==> src/rtl/mandelbrot_pkg.sv <==
// Shared widths, state encoding and constants for the Mandelbrot pixel dispatcher.
package mandelbrot_pkg;

    localparam int DEF_INTEGER_BITS    = 8;
    localparam int DEF_FRACTIONAL_BITS = 24;
    localparam int DEF_MAX_ITER_WIDTH  = 16;
    localparam int DEF_PIX_WIDTH       = 12;

    // Extra WAIT cycles granted beyond max_iter before a core is declared hung.
    localparam int WDOG_MARGIN = 16;

    function automatic int data_width(input int int_bits, input int frac_bits);
        return int_bits + frac_bits;
    endfunction

    localparam int DEF_DATA_WIDTH = data_width(DEF_INTEGER_BITS, DEF_FRACTIONAL_BITS);

    typedef enum logic [2:0] {
        ST_IDLE   = 3'd0,
        ST_ISSUE  = 3'd1,
        ST_SETTLE = 3'd2,
        ST_WAIT   = 3'd3,
        ST_EMIT   = 3'd4
    } dispatch_state_e;

endpackage

==> src/rtl/mandelbrot_dispatcher_if.sv <==
// Pixel result stream from the dispatcher to its consumer.
interface mandelbrot_dispatcher_if #(
    parameter int PIX_WIDTH      = 12,
    parameter int MAX_ITER_WIDTH = 16
);

    // A beat transfers on a rising edge where pix_valid and pix_ready are both 1;
    // once pix_valid rises, it and all payload stay stable until that transfer.
    logic                      pix_valid;
    logic                      pix_ready;
    logic [PIX_WIDTH-1:0]      pix_x;
    logic [PIX_WIDTH-1:0]      pix_y;
    logic [MAX_ITER_WIDTH-1:0] pix_iter;
    logic                      pix_last;

    modport master (output pix_valid, pix_x, pix_y, pix_iter, pix_last, input pix_ready);
    modport slave  (input pix_valid, pix_x, pix_y, pix_iter, pix_last, output pix_ready);

endinterface

==> src/rtl/mandelbrot_coord_gen.sv <==
// Raster walker: pixel counters and fixed-point coordinate stepping, top-left to bottom-right.
module mandelbrot_coord_gen
    import mandelbrot_pkg::*;
#(
    parameter int DATA_WIDTH = DEF_DATA_WIDTH,
    parameter int PIX_WIDTH  = DEF_PIX_WIDTH
) (
    input  logic                         clk_i,
    input  logic                         rst_i,
    input  logic                         load_i,
    input  logic                         advance_i,
    input  logic signed [DATA_WIDTH-1:0] x_min_i,
    input  logic signed [DATA_WIDTH-1:0] y_max_i,
    input  logic signed [DATA_WIDTH-1:0] step_i,
    input  logic        [PIX_WIDTH-1:0]  width_i,
    input  logic        [PIX_WIDTH-1:0]  height_i,
    output logic        [PIX_WIDTH-1:0]  px_o,
    output logic        [PIX_WIDTH-1:0]  py_o,
    output logic signed [DATA_WIDTH-1:0] cur_x_o,
    output logic signed [DATA_WIDTH-1:0] cur_y_o,
    output logic                         last_o
);

    logic signed [DATA_WIDTH-1:0] x_min_q;
    logic signed [DATA_WIDTH-1:0] step_q;
    logic        [PIX_WIDTH-1:0]  width_q;
    logic        [PIX_WIDTH-1:0]  height_q;
    logic                         row_end;

    assign row_end = (px_o == width_q - PIX_WIDTH'(1));
    assign last_o  = row_end && (py_o == height_q - PIX_WIDTH'(1));

    // Coordinates wrap at DATA_WIDTH; y decreases because rows run top-down.
    always_ff @(posedge clk_i or posedge rst_i) begin
        if (rst_i) begin
            x_min_q  <= '0;
            step_q   <= '0;
            width_q  <= '0;
            height_q <= '0;
            px_o     <= '0;
            py_o     <= '0;
            cur_x_o  <= '0;
            cur_y_o  <= '0;
        end else if (load_i) begin
            x_min_q  <= x_min_i;
            step_q   <= step_i;
            width_q  <= width_i;
            height_q <= height_i;
            px_o     <= '0;
            py_o     <= '0;
            cur_x_o  <= x_min_i;
            cur_y_o  <= y_max_i;
        end else if (advance_i) begin
            if (row_end) begin
                px_o    <= '0;
                cur_x_o <= x_min_q;
                py_o    <= py_o + PIX_WIDTH'(1);
                cur_y_o <= cur_y_o - step_q;
            end else begin
                px_o    <= px_o + PIX_WIDTH'(1);
                cur_x_o <= cur_x_o + step_q;
            end
        end
    end

endmodule

==> src/rtl/mandelbrot_dispatcher.sv <==
// Walks a frame pixel by pixel through one Mandelbrot core and streams the results.
// Build option MANDEL_DISPATCH_WDOG_EN adds a hung-core watchdog and the wdog_err_o port.
module mandelbrot_dispatcher
    import mandelbrot_pkg::*;
#(
    parameter int  INTEGER_BITS    = DEF_INTEGER_BITS,
    parameter int  FRACTIONAL_BITS = DEF_FRACTIONAL_BITS,
    parameter int  MAX_ITER_WIDTH  = DEF_MAX_ITER_WIDTH,
    parameter int  PIX_WIDTH       = DEF_PIX_WIDTH,
    localparam int DATA_WIDTH      = INTEGER_BITS + FRACTIONAL_BITS
) (
    input  logic                         clk_i,
    input  logic                         rst_i,
    input  logic                         frame_start_i,
    input  logic signed [DATA_WIDTH-1:0] x_min_i,
    input  logic signed [DATA_WIDTH-1:0] y_max_i,
    input  logic signed [DATA_WIDTH-1:0] step_i,
    input  logic [PIX_WIDTH-1:0]         width_i,
    input  logic [PIX_WIDTH-1:0]         height_i,
    input  logic [MAX_ITER_WIDTH-1:0]    max_iter_i,
    output logic                         core_start_o,
    output logic signed [DATA_WIDTH-1:0] core_x0_o,
    output logic signed [DATA_WIDTH-1:0] core_y0_o,
    output logic [MAX_ITER_WIDTH-1:0]    core_max_iter_o,
    input  logic [MAX_ITER_WIDTH-1:0]    core_iter_i,
    input  logic                         core_done_i,
    mandelbrot_dispatcher_if.master      pix,
    output logic                         busy_o,
    output logic                         frame_done_o,
`ifdef MANDEL_DISPATCH_WDOG_EN
    output logic                         wdog_err_o,
`endif
    output dispatch_state_e              state_o
);

    dispatch_state_e              state_q, state_d;
    logic [MAX_ITER_WIDTH-1:0]    max_iter_q;
    logic [MAX_ITER_WIDTH-1:0]    pix_iter_q;
    logic signed [DATA_WIDTH-1:0] core_x0_q;
    logic signed [DATA_WIDTH-1:0] core_y0_q;
    logic                         frame_done_q;
    logic [PIX_WIDTH-1:0]         px, py;
    logic signed [DATA_WIDTH-1:0] cur_x, cur_y;
    logic                         last;
    logic                         frame_go;
    logic                         zero_frame;
    logic                         handshake;
    logic                         wdog_fire;

    assign frame_go   = (state_q == ST_IDLE) && frame_start_i;
    assign zero_frame = (width_i == '0) || (height_i == '0);
    assign handshake  = (state_q == ST_EMIT) && pix.pix_ready;

    mandelbrot_coord_gen #(
        .DATA_WIDTH (DATA_WIDTH),
        .PIX_WIDTH  (PIX_WIDTH)
    ) u_coord_gen (
        .clk_i     (clk_i),
        .rst_i     (rst_i),
        .load_i    (frame_go),
        .advance_i (handshake),
        .x_min_i   (x_min_i),
        .y_max_i   (y_max_i),
        .step_i    (step_i),
        .width_i   (width_i),
        .height_i  (height_i),
        .px_o      (px),
        .py_o      (py),
        .cur_x_o   (cur_x),
        .cur_y_o   (cur_y),
        .last_o    (last)
    );

`ifdef MANDEL_DISPATCH_WDOG_EN
    localparam int WDOG_W = MAX_ITER_WIDTH + 1;
    logic [WDOG_W-1:0] wdog_cnt_q;
    logic [WDOG_W-1:0] wdog_limit;
    logic              wdog_err_q;

    // Counter equals the number of WAIT cycles already spent; fires on the last allowed one.
    assign wdog_limit = {1'b0, max_iter_q} + WDOG_W'(WDOG_MARGIN - 1);
    assign wdog_fire  = (state_q == ST_WAIT) && !core_done_i && (wdog_cnt_q == wdog_limit);
    assign wdog_err_o = wdog_err_q;

    always_ff @(posedge clk_i or posedge rst_i) begin
        if (rst_i) begin
            wdog_cnt_q <= '0;
            wdog_err_q <= 1'b0;
        end else begin
            wdog_cnt_q <= (state_q == ST_WAIT) ? wdog_cnt_q + WDOG_W'(1) : '0;
            if (frame_go)
                wdog_err_q <= 1'b0;
            else if (wdog_fire)
                wdog_err_q <= 1'b1;
        end
    end
`else
    assign wdog_fire = 1'b0;
`endif

    always_ff @(posedge clk_i or posedge rst_i) begin
        if (rst_i)
            state_q <= ST_IDLE;
        else
            state_q <= state_d;
    end

    // SETTLE exists because core_done_i is still high from the previous pixel.
    always_comb begin
        state_d       = state_q;
        core_start_o  = 1'b0;
        busy_o        = 1'b1;
        pix.pix_valid = 1'b0;
        unique case (state_q)
            ST_IDLE: begin
                busy_o = 1'b0;
                if (frame_start_i && !zero_frame)
                    state_d = ST_ISSUE;
            end
            ST_ISSUE: begin
                core_start_o = 1'b1;
                state_d      = ST_SETTLE;
            end
            ST_SETTLE: state_d = ST_WAIT;
            ST_WAIT: begin
                if (core_done_i || wdog_fire)
                    state_d = ST_EMIT;
            end
            ST_EMIT: begin
                pix.pix_valid = 1'b1;
                if (pix.pix_ready)
                    state_d = last ? ST_IDLE : ST_ISSUE;
            end
            default: state_d = ST_IDLE;
        endcase
    end

    always_ff @(posedge clk_i or posedge rst_i) begin
        if (rst_i) begin
            max_iter_q   <= '0;
            pix_iter_q   <= '0;
            core_x0_q    <= '0;
            core_y0_q    <= '0;
            frame_done_q <= 1'b0;
        end else begin
            frame_done_q <= (frame_go && zero_frame) || (handshake && last);
            if (frame_go)
                max_iter_q <= max_iter_i;
            if (state_q == ST_ISSUE) begin
                core_x0_q <= cur_x;
                core_y0_q <= cur_y;
            end
            if (state_q == ST_WAIT) begin
                if (core_done_i)
                    pix_iter_q <= core_iter_i;
                else if (wdog_fire)
                    pix_iter_q <= max_iter_q;
            end
        end
    end

    assign core_x0_o       = (state_q == ST_ISSUE) ? cur_x : core_x0_q;
    assign core_y0_o       = (state_q == ST_ISSUE) ? cur_y : core_y0_q;
    assign core_max_iter_o = max_iter_q;
    assign frame_done_o    = frame_done_q;
    assign state_o         = state_q;

    assign pix.pix_x    = px;
    assign pix.pix_y    = py;
    assign pix.pix_iter = pix_iter_q;
    assign pix.pix_last = (state_q == ST_EMIT) && last;

endmodule

==> src/flat_wrapper.sv <==
// flat-port wrapper written by rule: the top's interface ports become plain ports
module mandelbrot_dispatcher_flat import mandelbrot_pkg::*;
#(
    parameter int  INTEGER_BITS    = DEF_INTEGER_BITS,
    parameter int  FRACTIONAL_BITS = DEF_FRACTIONAL_BITS,
    parameter int  MAX_ITER_WIDTH  = DEF_MAX_ITER_WIDTH,
    parameter int  PIX_WIDTH       = DEF_PIX_WIDTH,
    localparam int DATA_WIDTH      = INTEGER_BITS + FRACTIONAL_BITS
)
  (clk_i, rst_i, frame_start_i, x_min_i, y_max_i, step_i, width_i, height_i, max_iter_i, core_start_o, core_x0_o, core_y0_o, core_max_iter_o, core_iter_i, core_done_i, busy_o, frame_done_o, state_o, pix_pix_valid, pix_pix_x, pix_pix_y, pix_pix_iter, pix_pix_last, pix_pix_ready);
  mandelbrot_dispatcher_if #(.PIX_WIDTH(PIX_WIDTH), .MAX_ITER_WIDTH(MAX_ITER_WIDTH)) pix_i ();
  input  logic clk_i;
  input  logic rst_i;
  input  logic frame_start_i;
  input  logic signed [DATA_WIDTH-1:0] x_min_i;
  input  logic signed [DATA_WIDTH-1:0] y_max_i;
  input  logic signed [DATA_WIDTH-1:0] step_i;
  input  logic [PIX_WIDTH-1:0] width_i;
  input  logic [PIX_WIDTH-1:0] height_i;
  input  logic [MAX_ITER_WIDTH-1:0] max_iter_i;
  output logic core_start_o;
  output logic signed [DATA_WIDTH-1:0] core_x0_o;
  output logic signed [DATA_WIDTH-1:0] core_y0_o;
  output logic [MAX_ITER_WIDTH-1:0] core_max_iter_o;
  input  logic [MAX_ITER_WIDTH-1:0] core_iter_i;
  input  logic core_done_i;
  output logic busy_o;
  output logic frame_done_o;
  output dispatch_state_e state_o;
  output wire logic [$bits(pix_i.pix_valid)-1:0] pix_pix_valid;
  output wire logic [$bits(pix_i.pix_x)-1:0] pix_pix_x;
  output wire logic [$bits(pix_i.pix_y)-1:0] pix_pix_y;
  output wire logic [$bits(pix_i.pix_iter)-1:0] pix_pix_iter;
  output wire logic [$bits(pix_i.pix_last)-1:0] pix_pix_last;
  input wire logic [$bits(pix_i.pix_ready)-1:0] pix_pix_ready;
  assign pix_pix_valid = pix_i.pix_valid;
  assign pix_pix_x = pix_i.pix_x;
  assign pix_pix_y = pix_i.pix_y;
  assign pix_pix_iter = pix_i.pix_iter;
  assign pix_pix_last = pix_i.pix_last;
  assign pix_i.pix_ready = pix_pix_ready;
  mandelbrot_dispatcher #(.INTEGER_BITS(INTEGER_BITS), .FRACTIONAL_BITS(FRACTIONAL_BITS), .MAX_ITER_WIDTH(MAX_ITER_WIDTH), .PIX_WIDTH(PIX_WIDTH)) u_core (.clk_i(clk_i), .rst_i(rst_i), .frame_start_i(frame_start_i), .x_min_i(x_min_i), .y_max_i(y_max_i), .step_i(step_i), .width_i(width_i), .height_i(height_i), .max_iter_i(max_iter_i), .core_start_o(core_start_o), .core_x0_o(core_x0_o), .core_y0_o(core_y0_o), .core_max_iter_o(core_max_iter_o), .core_iter_i(core_iter_i), .core_done_i(core_done_i), .pix(pix_i), .busy_o(busy_o), .frame_done_o(frame_done_o), .state_o(state_o));
endmodule
==> config.mk <==
export PLATFORM = sky130hd
export DESIGN_NAME = mandelbrot_dispatcher_flat
export DESIGN_NICKNAME = d
export VERILOG_FILES = /design/src/rtl/mandelbrot_pkg.sv /design/src/rtl/mandelbrot_dispatcher_if.sv /design/src/rtl/mandelbrot_coord_gen.sv /design/src/rtl/mandelbrot_dispatcher.sv /design/src/flat_wrapper.sv
export SDC_FILE = /design/constraint.sdc
export NUM_CORES = 1
export LEC_CHECK = 0
export CAP_MARGIN = 20
export CORE_ASPECT_RATIO = 1.1
export CORE_MARGIN = 1
export CORE_UTILIZATION = 55
export DETAILED_ROUTE_END_ITERATION = 10
export GPL_ROUTABILITY_DRIVEN = 1
export GPL_TIMING_DRIVEN = 0
export PLACE_DENSITY_LB_ADDON = 0.15
export SLEW_MARGIN = 20
export SYNTH_ARGS = -nofsm -noshare
export SYNTH_HDL_FRONTEND = slang
export SYNTH_SLANG_ARGS = --single-unit
export TNS_END_PERCENT = 20
==> constraint.sdc <==
create_clock -name clk_i -period 17.5 [get_ports clk_i]
set_clock_uncertainty 0.1 [all_clocks]
set_input_delay 3.5 -clock clk_i [delete_from_list [all_inputs] [get_ports clk_i]]
set_output_delay 3.5 -clock clk_i [all_outputs]
set_load 0.05 [all_outputs]
==> summary.md, run 1 <==
| Metric | Value |
|---|---|
| Core area | `between 0.02 and 0.03 mm^2` |
| IO Pins | `between 200 and 300` |
| Critical path origin | `u_core.u_coord_gen.width_q[3]$_DFFE_PP0P_` |
| Clock period minus worst slack | `between 8 and 9 ns` |
| Initial Utilization | `55.9%` |
| Top FF cell, synth | `dfrtp_1` |
| Max-slew violation count | `0` |
| Top cells by area, synth | `dfrtp_1, nand2_1, mux2_2, ha_1, o21ai_0` |
| Syn Area/Cell | `between 9 and 10 um^2` |
| DR WL/cell | `approximately 20 um` |
| Clk_lat worst skew | `~0.56 ns` |
| Post-route cell area | `approximately 0.019 mm^2` |
| FF-to-FF setup slack | `13.44 ns` |
| Worst Path Required | `13.90 ns` |
| Average vias per placed instance | `5.79` |
| Setup crit end kind | `output port` |
| Syn Inst Count | `~1.6k` |
| Final Setup Violations | `0` |
| Met1 Use GR | `between 40% and 50%` |
| Hold buffer count at CTS | `0` |
| Gr usage total | `33.2%` |
| Worst Path Buf+Inv | `2` |
| CTS Buffer Depth | `3` |
| TritonCTS Sinks | `roughly 280` |
| NetSw | `about 2.1 mW` |
| Die area | `0.0281 mm^2` |
| RSZ-0062 raised after global routing | `no` |
| DRT iter0 DRCs | `849` |
| Layout cell share with drive strength beyond 1 | `around 7.4%` |
| Fin crit share | `~50%` |
| CTS HTree Levels | `1` |
| Crit path DAT | `~5.0 ns` |
| Sequential element share of the synthesized area | `about 46%` |
| Final HPWL DP | `~35 mm` |
| Setup ws final | `between 8 and 9 ns` |
| Internal power | `approximately 2.3 mW` |
| Clock transition at the registers of the reported paths | `0.06 ns` |
| Switching share of power | `a little under half` |
| Critical path depth | `9` |
| First-pass GRT wire length | `between 70 and 80 mm` |
| Via count | `~13k` |
| Flop pwr share | `between 20% and 30%` |
| Overflow after GRT | `0` |
| Register area | `0.00691 mm^2` |
| Number of gates resized after cts | `0` |
| Worst Tran Pin Value | `about 1.2 ns` |
| Post-Syn Area | `between 0.015 and 0.02 mm^2` |
| Clock power frac | `around 14%` |
| Global route hottest layer | `met2` |
| CP delay by family, top | `simple AND/OR/NAND/NOR gates` |
| Cell taking the most area after synthesis | `dfrtp_1` |
| Multi-input logic area | `between 0.007 and 0.008 mm^2` |
| CTS tree | `yes` |
| VDD IR max | `172 uV` |
| TritonRoute pass-1 iters | `5` |
| Worst-path cell chain | `clkbuf_1, nor4_2, nand3_1, xnor2_1, nor3_1, nor4bb_1, nand4_1, nor2_1, clkdlybuf4s50_1` |
| Post-synth EDFFs | `0` |
| Leakage power | `~8.7 nW` |
| Max Clock Freq | `between 100 and 150 MHz` |
| Number of setup buffers added after CTS | `0` |
| Slowest-stage cell, CP | `nor4bb_1` |
| Worst R2R Start | `u_core.u_coord_gen.width_q[3]$_DFFE_PP0P_` |
| Fin. Hold Viols | `0` |
| Yosys cell types | `68` |
| Die Y-Extent | `176 um` |
| DRC violations left | `0` |
| Port Buffers | `about 280` |
| Routed WL | `46.5 mm` |
| Post-synthesis net count | `between 1.5k and 2k` |
| Slew Limit Headroom | `16.9%` |
| Power, Total | `between 4 and 5 mW` |
| Initial antenna violation count | `1` |
| Status | `completed` |
| Post-synth top cells | `nand2_1, dfrtp_1, o21ai_0, nor2_1, a21oi_1` |
| Count leader, synth | `nand2_1` |
| Number of global-route vias before repair | `~13k` |
| Cell count after placement | `2273` |
| MaxCap Viol Count | `0` |
| Max FO, Critical Path | `9` |
| Synth async-reset ratio | `100%` |
| Met3 Use GR | `about 7%` |
| Rows | `63` |
| DP Area | `0.0184 mm^2` |
| Gpl congestion | `0.930` |
| Layout area overhead | `28.6%` |
| Finished Layout Cells | `roughly 2.3k` |
| Area share of the leading cell type in the synthesized netlist | `between 40% and 50%` |
| WS Path Type | `flop to output port` |
| Worst setup path end | `pix_pix_last` |
| Antenna Violating Nets Remaining | `0` |
| Yosys warning total | `0` |
| Die W | `around 160 um` |
| PD cells | `approximately 220 mW/mm^2` |
| Pre-CTS WS | `roughly 9.7 ns` |
| Setup_tns | `0 ns` |
| Comb power frac | `60.4%` |
| Final nets | `~2.2k` |
| Met2 Track Usage GR | `a little over half` |
| Num CTS Buffers | `29` |
| Filler Cell Count | `~2.1k` |
| Hold Crit Class | `flop to flop` |
| CP peak stage delay | `1.07 ns` |
| Largest net degree at the start of global routing | `85` |
| Worst reg2reg path depth | `12` |
| Clock root cell | `clkbuf_16` |
| Reg-to-reg endpoint | `u_core.u_coord_gen.cur_y_o[30]$_DFFE_PP0P_` |
| Startpoint types | `flop` |
| Flops & latches, synth | `276` |
## kinds of logic after synthesis
logic type / share of synthesized area [%]
and+or+nand+nor: 17.2
AOI/OAI and AO/OA: 15.1
DFF: 45.8
buffers and inverters: 3.40
xor gates and xnor gates: 5.87
muxes: 6.84
adders and majority gates: 5.75
## metal layers
layer	routed length (um)	part of all wire (%)
met1	19700	42
met5	0	0
met3	3790	8.1
met2	21100	45
met4	1890	4.1
## layout by cell type (no fill, tap or decap), drive strengths merged, types with 6 or more instances in the layout
master / netlist / layout
a211oi: 16 / 16
a21o: 33 / 33
a21oi: 88 / 88
a31oi: 22 / 22
and2: 7 / 7
and3: 20 / 20
and4: 7 / 7
buf: 15 / 18
clkbuf: 64 / 104
clkdlybuf4s50: 0 / 284
clkinv: 0 / 6
dfrtp: 276 / 276
ha: 66 / 66
inv: 54 / 54
mux2: 80 / 80
mux2i: 13 / 13
nand2: 344 / 344
nand2b: 12 / 12
nand3: 18 / 18
nand4: 17 / 17
nor2: 98 / 98
nor2b: 9 / 9
nor3: 21 / 21
nor4: 11 / 11
o211ai: 8 / 8
o21a: 9 / 9
o21ai: 124 / 124
o21bai: 10 / 10
o22ai: 11 / 11
o31ai: 6 / 6
or3: 6 / 6
xnor2: 52 / 52
xor2: 49 / 49
## state kept, by name, indices dropped and copies added (netlist names)
register and flops:
u_core.u_coord_gen.cur_y_o 32, u_core.state_o 3, u_core.u_coord_gen.x_min_q 32, u_core.frame_done_o 1, u_core.u_coord_gen.py_o 12, u_core.core_max_iter_o 16
u_core.core_x0_q 32, u_core.u_coord_gen.px_o 12, u_core.u_coord_gen.width_q 12, u_core.u_coord_gen.step_q 32, u_core.core_y0_q 32, u_core.u_coord_gen.height_q 12
u_core.pix.pix_iter 16, u_core.u_coord_gen.cur_x_o 32
## power by group through the flow
stage / registers, mW / clock network (mW) / logic, mW
after detailed placement: 1.11 / 0 / 2.59
after floorplan: 1.19 / 0 / 1.78
after global placement: 1.10 / 0 / 2.55
final: 1.11 / 0.614 / 2.63
after CTS: 1.11 / 0.618 / 2.61
after global routing: 1.14 / 0.643 / 2.85
## how the worst min path moves through the flow
stage                     cells past startpoint                                       start                                    endpoint
final                                         2  u_core.u_coord_gen.x_min_q[10]$_DFFE_PP0P_  u_core.u_coord_gen.x_min_q[10]$_DFFE_PP0P_
after global routing                          2  u_core.u_coord_gen.x_min_q[10]$_DFFE_PP0P_  u_core.u_coord_gen.x_min_q[10]$_DFFE_PP0P_
after CTS                                     2  u_core.u_coord_gen.x_min_q[10]$_DFFE_PP0P_  u_core.u_coord_gen.x_min_q[10]$_DFFE_PP0P_
after detailed placement                      2  u_core.u_coord_gen.x_min_q[10]$_DFFE_PP0P_  u_core.u_coord_gen.x_min_q[10]$_DFFE_PP0P_
after global placement                        2  u_core.u_coord_gen.x_min_q[11]$_DFFE_PP0P_  u_core.u_coord_gen.x_min_q[11]$_DFFE_PP0P_
after floorplan                               2  u_core.u_coord_gen.x_min_q[13]$_DFFE_PP0P_  u_core.u_coord_gen.x_min_q[13]$_DFFE_PP0P_
## area by class of cell
type | instances | share of cell area (%)
Tap cell | 357 | 2.31
Inverter | 54 | 1.08
Sequential cell | 276 | 35.6
Timing Repair Buffer | 287 | 15.1
Clock buffer | 40 | 4.11
Multi-Input combinational cell | 1220 | 39.5
Buffer | 79 | 1.60
Clock inverter | 10 | 0.659
Antenna cell | 1 | 0.0129
## tightest hold or removal path, cell delays in order, from the launching register on
cell and delay [ns]:
dfrtp_1 0.33, nand2_1 0.05, nand2_1 0.06
## through the flow
stage / util [%] / hold WS, ns
after floorplan: - / 0.338
after global placement: 68.1 / 0.351
after detailed placement: 68.4 / 0.356
after CTS: 71.9 / 0.372
after global routing: 71.9 / 0.394
final: 71.9 / 0.370
Power figures use the tool's default switching activity.
==> inputs of run 2 (changes only) <==
CORE_UTILIZATION = 48   (was 55)
clock period = 7.6 ns   (was 17.5 ns; I/O delays follow)
==> summary.md, run 2 (synthesized netlist as in run 1, its figures left out) <==
| Metric | Value |
|---|---|
| Met3 Use GR | `under 10%` |
| Leakage power | `between 8 and 9 nW` |
| Reg-to-reg endpoint | `u_core.state_o[0]$_DFFE_PP0P_` |
| Met2 Track Usage GR | `a little under half` |
| Max-slew violation count | `0` |
| Worst Tran Pin Value | `~1.4 ns` |
| FF-to-FF setup slack | `between 3 and 4 ns` |
| Slew Limit Headroom | `8.59%` |
| Status | `completed` |
| Worst R2R Start | `u_core.u_coord_gen.width_q[3]$_DFFE_PP0P_` |
| Average vias per placed instance | `~5.6` |
| Crit path DAT | `around 5.1 ns` |
| Number of gates resized after cts | `0` |
| Startpoint types | `flop` |
| Most frequent cells in the layout | `nand2_1, clkdlybuf4s50_1, dfrtp_1` |
| Worst-path cell chain | `clkbuf_1, nor4_2, nand3_1, xnor2_1, nor3_1, nor4bb_1, nand4_1, nor2_1, clkdlybuf4s50_1` |
| CP peak stage delay | `1.15 ns` |
| Clock transition at the registers of the reported paths | `around 0.06 ns` |
| Antenna Violating Nets Remaining | `0` |
| Layout cell share with drive strength beyond 1 | `under 10%` |
| MaxCap Viol Count | `0` |
| Critical path origin | `u_core.u_coord_gen.width_q[3]$_DFFE_PP0P_` |
| Die area | `approximately 0.032 mm^2` |
| Register area | `between 0.006 and 0.007 mm^2` |
| Rows | `67` |
| Worst Path Required | `between 5 and 6 ns` |
| Largest net degree at the start of global routing | `34` |
| Multi-input logic area | `roughly 0.0076 mm^2` |
| Clock period minus worst slack | `around 6.7 ns` |
| CTS Buffer Depth | `3` |
| Layout area overhead | `30.7%` |
| DRC violations left | `0` |
| Final HPWL DP | `roughly 36 mm` |
| Clk_lat worst skew | `between 0.5 and 0.6 ns` |
| Max FO, Critical Path | `9` |
| Num CTS Buffers | `31` |
| Setup_tns | `0 ns` |
| Core area | `between 0.03 and 0.04 mm^2` |
| Die Y-Extent | `about 190 um` |
| WS Path Type | `flop to output port` |
| Initial Utilization | `approximately half` |
| Critical path depth | `9` |
| RSZ-0062 raised after global routing | `no` |
| DRT iter0 DRCs | `about 1.1k` |
| Hold wc startpoint | `u_core.core_max_iter_o[0]$_DFFE_PP0P_` |
| CP delay by family, top | `simple AND/OR/NAND/NOR gates` |
| Overflow after GRT | `0` |
| IO Pins | `between 200 and 300` |
| Fin. Hold Viols | `0` |
| Via count | `13.4k` |
| First-pass GRT wire length | `~73 mm` |
| Global route hottest layer | `met2` |
| VDD IR max | `392 uV` |
| Hold buffer count at CTS | `0` |
| Setup crit end kind | `output port` |
| Final nets | `approximately 2.2k` |
| Gr usage total | `~30%` |
| CTS HTree Levels | `1` |
| Worst Path Buf+Inv | `2` |
| Worst setup path end | `pix_pix_last` |
| Fin crit share | `between 80 and 90%` |
| PD cells | `just over 500 mW/mm^2` |
| Initial antenna violation count | `1` |
| Number of global-route vias before repair | `about 13k` |
| Die W | `171 um` |
| Post-route cell area | `0.0197 mm^2` |
| TritonCTS Sinks | `276` |
| Hold Crit Class | `flop to flop` |
| Clock root cell | `clkbuf_16` |
| Gpl congestion | `around 0.95` |
| CTS tree | `yes` |
| Cell count after placement | `about 2.3k` |
| Number of setup buffers added after CTS | `0` |
| Port Buffers | `about 280` |
| Slowest-stage cell, CP | `nor4bb_1` |
| Worst reg2reg path depth | `9` |
| TritonRoute pass-1 iters | `7` |
| Commonest non-fill, non-tap cell in the layout | `nand2_1` |
| DR WL/cell | `a little under 20 um` |
| DP Area | `approximately 0.019 mm^2` |
| Max Clock Freq | `around 150 MHz` |
| Finished Layout Cells | `between 2k and 2.5k` |
| Met1 Use GR | `between 40% and 50%` |
| Routed WL | `roughly 47 mm` |
| Filler Cell Count | `between 2k and 3k` |
| Final Setup Violations | `0` |
## run 2: cell types whose count changed in the layout (fill, tap and decap cells not counted)
cell / delta
clkbuf_16: +2
clkinv_2: -2
clkbuf_8: +7
inv_8: -1
buf_12: +8
clkbuf_1: -4
clkinvlp_4: +4
clkinv_4: +1
buf_16: -2
## run 2: area by class of cell
| type | count | share of cell area [%] |
|---|---|---|
| Multi-Input combinational cell | 1220 | 38.8 |
| Sequential cell | 276 | 35.1 |
| Timing Repair Buffer | 293 | 15.4 |
| Clock buffer | 45 | 4.71 |
| Tap cell | 414 | 2.63 |
| Buffer | 79 | 1.58 |
| Inverter | 54 | 1.05 |
| Clock inverter | 12 | 0.756 |
| Antenna cell | 1 | 0.0127 |
## run 2: worst min path at each step
stage / to / slack (ns) / depth (start not counted)
after floorplan: u_core.u_coord_gen.x_min_q[13]$_DFFE_PP0P_ / 0.34 / 2
after global placement: u_core.u_coord_gen.x_min_q[2]$_DFFE_PP0P_ / 0.35 / 2
after detailed placement: u_core.u_coord_gen.x_min_q[10]$_DFFE_PP0P_ / 0.36 / 2
after CTS: u_core.core_max_iter_o[5]$_DFFE_PP0P_ / 0.38 / 2
after global routing: u_core.core_max_iter_o[12]$_DFFE_PP0P_ / 0.39 / 2
final: u_core.core_max_iter_o[0]$_DFFE_PP0P_ / 0.37 / 2
## run 2: worst min-delay path, stage by stage (launching register included)
cell	delay [ns]
dfrtp_1	0.34
nand2_1	0.05
nand2_1	0.06
## run 2: power by group
| part | switching [mW] | internal (mW) | total, mW |
|---|---|---|---|
| combinational | 3.71 | 2.35 | 6.05 |
| sequential | 0.453 | 2.10 | 2.55 |
| clock | 0.625 | 0.945 | 1.57 |
| total | 4.78 | 5.39 | 10.2 |
## run 2: per-stage QoR
stage                     utilization [%]  worst slack, ns  hold WS (ns)  power [mW]
after global placement               60.1            0.305         0.351        8.41
final                                64.2            0.906         0.372        10.2
after detailed placement             60.7             1.70         0.363        8.53
after floorplan                         -             2.33         0.338        6.83
after CTS                            64.2             1.10         0.379        10.2
after global routing                 64.2            0.898         0.388        10.8
## run 2: routing by layer
metal  vias up  part of all wire [%]  routed length (um)
li1       6322                     -                   -
met1      6483                    44               20600
met2       523                    46               21500
met3        83                   7.5                3540
met4         0                   3.2                1490
met5         -                     0                   0
==> inputs of run 3 (changes only) <==
HOLD_SLACK_MARGIN = 0.08   (was unset)
==> results of run 3 <==
No change in the layout: final DEF, timing and power equal those of run 2.
